`src/rtl/regfile_wb_arbiter.sv`:
```
// regfile_wb_arbiter: shares the single register-file write port between
// source 0 (ALU/immediate results) and source 1 (load data).
// Round-robin tie break by default; define WBARB_FIXED_PRIO_EN for fixed
// priority (source 0 always wins a tie, source 1 may starve).
// Registered write-back stage plus a saturating stall counter.
module regfile_wb_arbiter #(
  parameter int unsigned DATA_WIDTH    = 32,
  parameter int unsigned ADDRESS_WIDTH = 5,
  parameter int unsigned CNT_WIDTH     = 16
) (
  input  logic                     clk,
  input  logic                     rst,
  input  logic                     s0_valid,
  output logic                     s0_ready,
  input  logic [ADDRESS_WIDTH-1:0] s0_dest,
  input  logic [DATA_WIDTH-1:0]    s0_data,
  input  logic                     s1_valid,
  output logic                     s1_ready,
  input  logic [ADDRESS_WIDTH-1:0] s1_dest,
  input  logic [DATA_WIDTH-1:0]    s1_data,
  output logic                     RegWrite,
  output logic [ADDRESS_WIDTH-1:0] rg_wrt_dest,
  output logic [DATA_WIDTH-1:0]    rg_wrt_data,
  output logic [CNT_WIDTH-1:0]     stall_cnt
);

  // last_gnt_q: 1 means source 1 was granted last, so source 0 wins the next tie
  logic                     last_gnt_q, last_gnt_d;
  logic                     regwrite_q, regwrite_d;
  logic [ADDRESS_WIDTH-1:0] dest_q, dest_d;
  logic [DATA_WIDTH-1:0]    data_q, data_d;
  logic [CNT_WIDTH-1:0]     stall_q, stall_d;
  logic                     gnt0_c, gnt1_c;

  // Grant decision; no grants while reset is held
  always_comb begin
    gnt0_c = 1'b0;
    gnt1_c = 1'b0;
`ifdef WBARB_FIXED_PRIO_EN
    gnt0_c = rst & s0_valid;
    gnt1_c = rst & s1_valid & ~s0_valid;
`else
    gnt0_c = rst & s0_valid & (~s1_valid | last_gnt_q);
    gnt1_c = rst & s1_valid & (~s0_valid | ~last_gnt_q);
`endif
  end

  assign s0_ready = gnt0_c;
  assign s1_ready = gnt1_c;

  // Next-state for priority, write-back stage and stall counter
  always_comb begin
    last_gnt_d = last_gnt_q;
    regwrite_d = 1'b0;
    dest_d     = dest_q;
    data_d     = data_q;
    stall_d    = stall_q;
    if (gnt0_c) begin
      dest_d     = s0_dest;
      data_d     = s0_data;
      regwrite_d = (s0_dest != ADDRESS_WIDTH'(0));
`ifndef WBARB_FIXED_PRIO_EN
      last_gnt_d = 1'b0;
`endif
    end else if (gnt1_c) begin
      dest_d     = s1_dest;
      data_d     = s1_data;
      regwrite_d = (s1_dest != ADDRESS_WIDTH'(0));
`ifndef WBARB_FIXED_PRIO_EN
      last_gnt_d = 1'b1;
`endif
    end
    if (s0_valid && s1_valid && (stall_q != {CNT_WIDTH{1'b1}})) begin
      stall_d = stall_q + CNT_WIDTH'(1);
    end
  end

  // State registers with synchronous active-low reset
  always_ff @(posedge clk) begin
    if (!rst) begin
      last_gnt_q <= 1'b1;
      regwrite_q <= 1'b0;
      dest_q     <= '0;
      data_q     <= '0;
      stall_q    <= '0;
    end else begin
      last_gnt_q <= last_gnt_d;
      regwrite_q <= regwrite_d;
      dest_q     <= dest_d;
      data_q     <= data_d;
      stall_q    <= stall_d;
    end
  end

  assign RegWrite    = regwrite_q;
  assign rg_wrt_dest = dest_q;
  assign rg_wrt_data = data_q;
  assign stall_cnt   = stall_q;

endmodule

```
`config.mk`:
```
export PLATFORM = sky130hd
export DESIGN_NAME = regfile_wb_arbiter
export DESIGN_NICKNAME = d
export VERILOG_FILES = /design/src/rtl/regfile_wb_arbiter.sv
export SDC_FILE = /design/constraint.sdc
export NUM_CORES = 1
export LEC_CHECK = 0
export CORE_MARGIN = 8
export CORE_UTILIZATION = 38
export CTS_BUF_LIST = sky130_fd_sc_hd__clkbuf_16
export DETAILED_ROUTE_END_ITERATION = 7
export PLACE_DENSITY = 0.9
export SLEW_MARGIN = 40
export SYNTH_ARGS = -nofsm -noshare
export SYNTH_HDL_FRONTEND = slang
export SYNTH_SLANG_ARGS = --single-unit
```
`constraint.sdc`:
```
create_clock -name clk -period 2.1 [get_ports clk]
set_clock_uncertainty 0.2 [all_clocks]
set_input_delay 0.315 -clock clk [delete_from_list [all_inputs] [get_ports clk]]
set_output_delay 0.315 -clock clk [all_outputs]
set_load 0.02 [all_outputs]
```
==> run summary <==
The clock drives 55 sinks. The average wire per standard cell is 16.3 um. The fraction of registers with async set or reset after synthesis is 0%.

The count of synthesis-stage warnings from yosys came out at 0. The first global-routing pass estimated roughly 13 mm of wire. Sorting the synthesized cells by area gives the leading types as sky130_fd_sc_hd__dfxtp_1, sky130_fd_sc_hd__a22oi_1, sky130_fd_sc_hd__a21oi_1. The synthesized design spends more area on one cell type than any other, namely sky130_fd_sc_hd__dfxtp_1. The number of cells after detailed placement came out at just under 500. In the synthesized netlist, the cells that appear most often are sky130_fd_sc_hd__dfxtp_1, sky130_fd_sc_hd__nand2_1, sky130_fd_sc_hd__a21oi_1. The portion of synthesized cell area occupied by the leading cell type came out at a little under half. The number of instances in the synthesized netlist is ~270. The fraction of the yosys area taken by sequential cells came out at a little under half. The type of the setup path with the least slack is input pin to register.

The full die area is between 9000 and 10000 um2. Once routing completed, OpenROAD measured the worst setup slack at about 0.050 ns. Tracing the worst setup path back leads to its startpoint at s0_valid.

The number of buffers inserted by post-CTS setup repair is 0. The average cell area after synthesis is 8.79 um2. The number of I/O port buffers came out at 133. The total placed instance area is roughly 3900 um2. The worst register-to-register path ends at stall_cnt[5]. The layout has 527 filler cells. The via count of the routed design is about 2600.

Hold repair after CTS inserted 0 buffers. The most critical setup path has its endpoint at stall_cnt[5]. The maximum vdd ir drop came out at 0.352 mV. The required time at the endpoint of the critical path came out at 2.10 ns.

The summed negative setup slack over all endpoints came out at 0 ns. Summed over all cells, the static leakage comes to ~1.4 nW. The synthesized netlist occupies a cell area of 2410 um2.

Across the run, the number of max-cap violations was 0. The period utilization came out at roughly 98%. With fillers left out, the area of the finished cells amounts to 4050 um2. The growth of design area from synthesis to finish came out at 68.0%. Along the worst path, the maximum fanout reaches 5. The final weighted congestion of routability-driven global placement came out at 0.889. The remaining global-route overflow is 0. TritonCTS built the clock tree. The global-route track usage on met3 came out at 5.35%. Once the floorplan was initialized, standard cells occupied 38.6% of the core. The overall power is 0.00241 W. The diode insertion count for antenna repair came out at 0. The via count of the first global-routing pass is 2683.

The global-route met1 utilization is a little under a fifth. The flow ran to the end, and the final reports show no timing, DRC or antenna violations. The remaining number of nets flagged by the antenna check after routing came out at 0. The placeable core region is 6240 um2. At the pin with the least slew margin, the transition time is 0.414 ns.

The layer carrying the most global-route usage is met2. The number of top-level design ports is 134. The cell sitting at the root of the clock tree is a sky130_fd_sc_hd__clkbuf_16.

The number of standard-cell rows in the floorplan came out at 29. The number of iterations in the first detailed-routing pass is 5. The initial antenna violation count is 0. In the global route stage, met2 resource usage came out at 29.9%.

The total power per unit cell area is 595 nW/um2. Setup repair after global routing left no endpoint under its margin. The data arrival time of the worst path is ~2.1 ns. The final number of hold-violating endpoints came out at 0.

In this run the deepest clock path goes through 2 buffers. The largest net degree at the start of global routing came out at 39. The post-layout net count came out at between 400 and 500. The non-filler instance count after layout is between 400 and 500. In this run the horizontal extent of the chip is about 96 um. The H-tree generated during clock tree synthesis spans 2 levels. The clock latency of the later-clocked register in the worst-skew pair came out at 0.28 ns.

The post-route netlist has between 10% and 20% of its cells at a drive strength greater than 1. The number of storage elements in the synthesis netlist came out at 55. The smallest clock period supported by the final layout is computed as 2.05 ns.

The number of unique standard cell types used by synthesis is 38. The most used flip-flop cell after synthesis is sky130_fd_sc_hd__dfxtp_1. The worst setup slack before clock tree synthesis came out at -0.258 ns. The max-slew violation count came out at 0. In the routed design, unresolved DRC markers number 0.

The startpoint of the lowest-slack register-to-register path is stall_cnt[1]. The path class of the tightest hold or removal check is register to register. The floorplan die height is 95.6 um. Clock-pin slew was measured on the worst setup and hold paths at ~0.070 ns. The total clock buffers created by CTS is 5.

The number of nets handed over by synthesis was ~350. The DRC violation total after the first TritonRoute iteration came out at about 140. Counting cells, the worst reg-to-reg path comes to 6. The routed wire length came out at 8.06 mm. Detailed placement ended at an HPWL of around 6.3 mm. sky130_fd_sc_hd__dfxtp_1 is the most common cell in the netlist. The endpoint kind of the worst setup timing path is a register. The startpoint type of the worst setup path is an input pin. The count of endpoints failing setup in the final report came out at 0. The vias per cell is approximately 5.3. For flop-to-flop paths, the worst setup slack is around 0.16 ns. Yosys mapped a number of flops with a built-in enable equal to 0. The global-route usage over all layers is 17.1%. The achievable clock frequency is 488 MHz. The relative slew slack came out at between 70 and 80%.
logic make-up after synthesis:
group,Yosys count,synth area share (%)
AOI/OAI and AO/OA,105,27.7
xor gates and xnor gates,1,0.364
adders and majority gates,1,0.519
buffers and inverters,23,4.88
DFF,55,45.7
muxes,2,0.831
and+or+nand+nor,87,19.9
registers in the layout, summed over array words and instances (netlist names):
| signal | flops |
|---|---|
| stall_cnt | 16 |
| RegWrite | 1 |
| last_gnt_q | 1 |
| rg_wrt_data | 32 |
| rg_wrt_dest | 5 |
final cells by class:
type	instances	area [um2]	share of cell area (%)
multi-input combinational	196	1200	29.8
inverter	4	15.0	0.371
clock buffer	5	125	3.09
tap	77	96.3	2.38
clock inverter	3	16.3	0.402
sequential	55	1100	27.2
timing repair buffer	153	1490	36.8
timing repair:
action                                 in CTS  in global routing
setup endpoints to repair                   2                  1
resized for setup                           2                  2
endpoints found under the hold margin       0                  0
stage by stage:
| step | hold WS, ns | utilization, % |
|---|---|---|
| final | 0.253 | 64.8 |
| after global routing | 0.267 | 64.8 |
| after CTS | 0.255 | 64.9 |
| after detailed placement | 0.246 | 62.7 |
| after global placement | 0.241 | 62.7 |
| after floorplan | 0.251 | - |
cells in the final DEF (no fill, tap or decap), types with 2 or more instances in the layout:
| master | n |
|---|---|
| sky130_fd_sc_hd__o31ai_1 | 6 |
| sky130_fd_sc_hd__nand3_1 | 4 |
| sky130_fd_sc_hd__dfxtp_1 | 55 |
| sky130_fd_sc_hd__o21ai_1 | 3 |
| sky130_fd_sc_hd__nor4_1 | 3 |
| sky130_fd_sc_hd__and4_1 | 2 |
| sky130_fd_sc_hd__nand2b_1 | 3 |
| sky130_fd_sc_hd__clkdlybuf4s50_1 | 131 |
| sky130_fd_sc_hd__inv_1 | 5 |
| sky130_fd_sc_hd__buf_4 | 19 |
| sky130_fd_sc_hd__or4_1 | 7 |
| sky130_fd_sc_hd__and3_1 | 2 |
| sky130_fd_sc_hd__a22oi_1 | 37 |
| sky130_fd_sc_hd__nand4_2 | 3 |
| sky130_fd_sc_hd__clkbuf_16 | 5 |
| sky130_fd_sc_hd__nand4_1 | 4 |
| sky130_fd_sc_hd__or3_2 | 2 |
| sky130_fd_sc_hd__nand2_1 | 47 |
| sky130_fd_sc_hd__a21oi_2 | 4 |
| sky130_fd_sc_hd__mux2i_1 | 2 |
| sky130_fd_sc_hd__a21oi_1 | 44 |
| sky130_fd_sc_hd__o21ai_2 | 2 |
| sky130_fd_sc_hd__o21ai_0 | 4 |
| sky130_fd_sc_hd__or3_1 | 3 |
how the worst min path moves through the flow:
stage | start | to | slack (ns) | depth (start not counted)
2_1_floorplan | s1_dest[3] | RegWrite | 0.25 | 2
3_3_place_gp | rg_wrt_data[16] | rg_wrt_data[16] | 0.24 | 2
3_5_place_dp | rg_wrt_data[17] | rg_wrt_data[17] | 0.25 | 2
4_1_cts | rg_wrt_data[17] | rg_wrt_data[17] | 0.26 | 2
5_1_grt | rg_wrt_data[1] | rg_wrt_data[1] | 0.27 | 2
6_report | rg_wrt_data[1] | rg_wrt_data[1] | 0.25 | 2
worst max-delay path: stages:
cell and delay (ns):
sky130_fd_sc_hd__clkdlybuf4s50_1 0.56, sky130_fd_sc_hd__buf_4 0.16, sky130_fd_sc_hd__and2_4 0.16, sky130_fd_sc_hd__nand3_2 0.12, sky130_fd_sc_hd__or4_1 0.53, sky130_fd_sc_hd__a21oi_1 0.21
per-layer routing:
metal / routed length (um) / vias to the layer above / share of wire, %
met5: 0 / - / 0
met3: 681 / 14 / 8.5
met2: 4080 / 98 / 51
met4: 197 / 0 / 2.4
met1: 3100 / 1224 / 38
li1: - / 1301 / -
power by group:
part | switching (W) | internal (W)
registers | 0.0000253 | 0.00109
logic | 0.000217 | 0.000277
clock network | 0.000361 | 0.000436
total | 0.000603 | 0.00181
(Power assumes the default switching activity.)
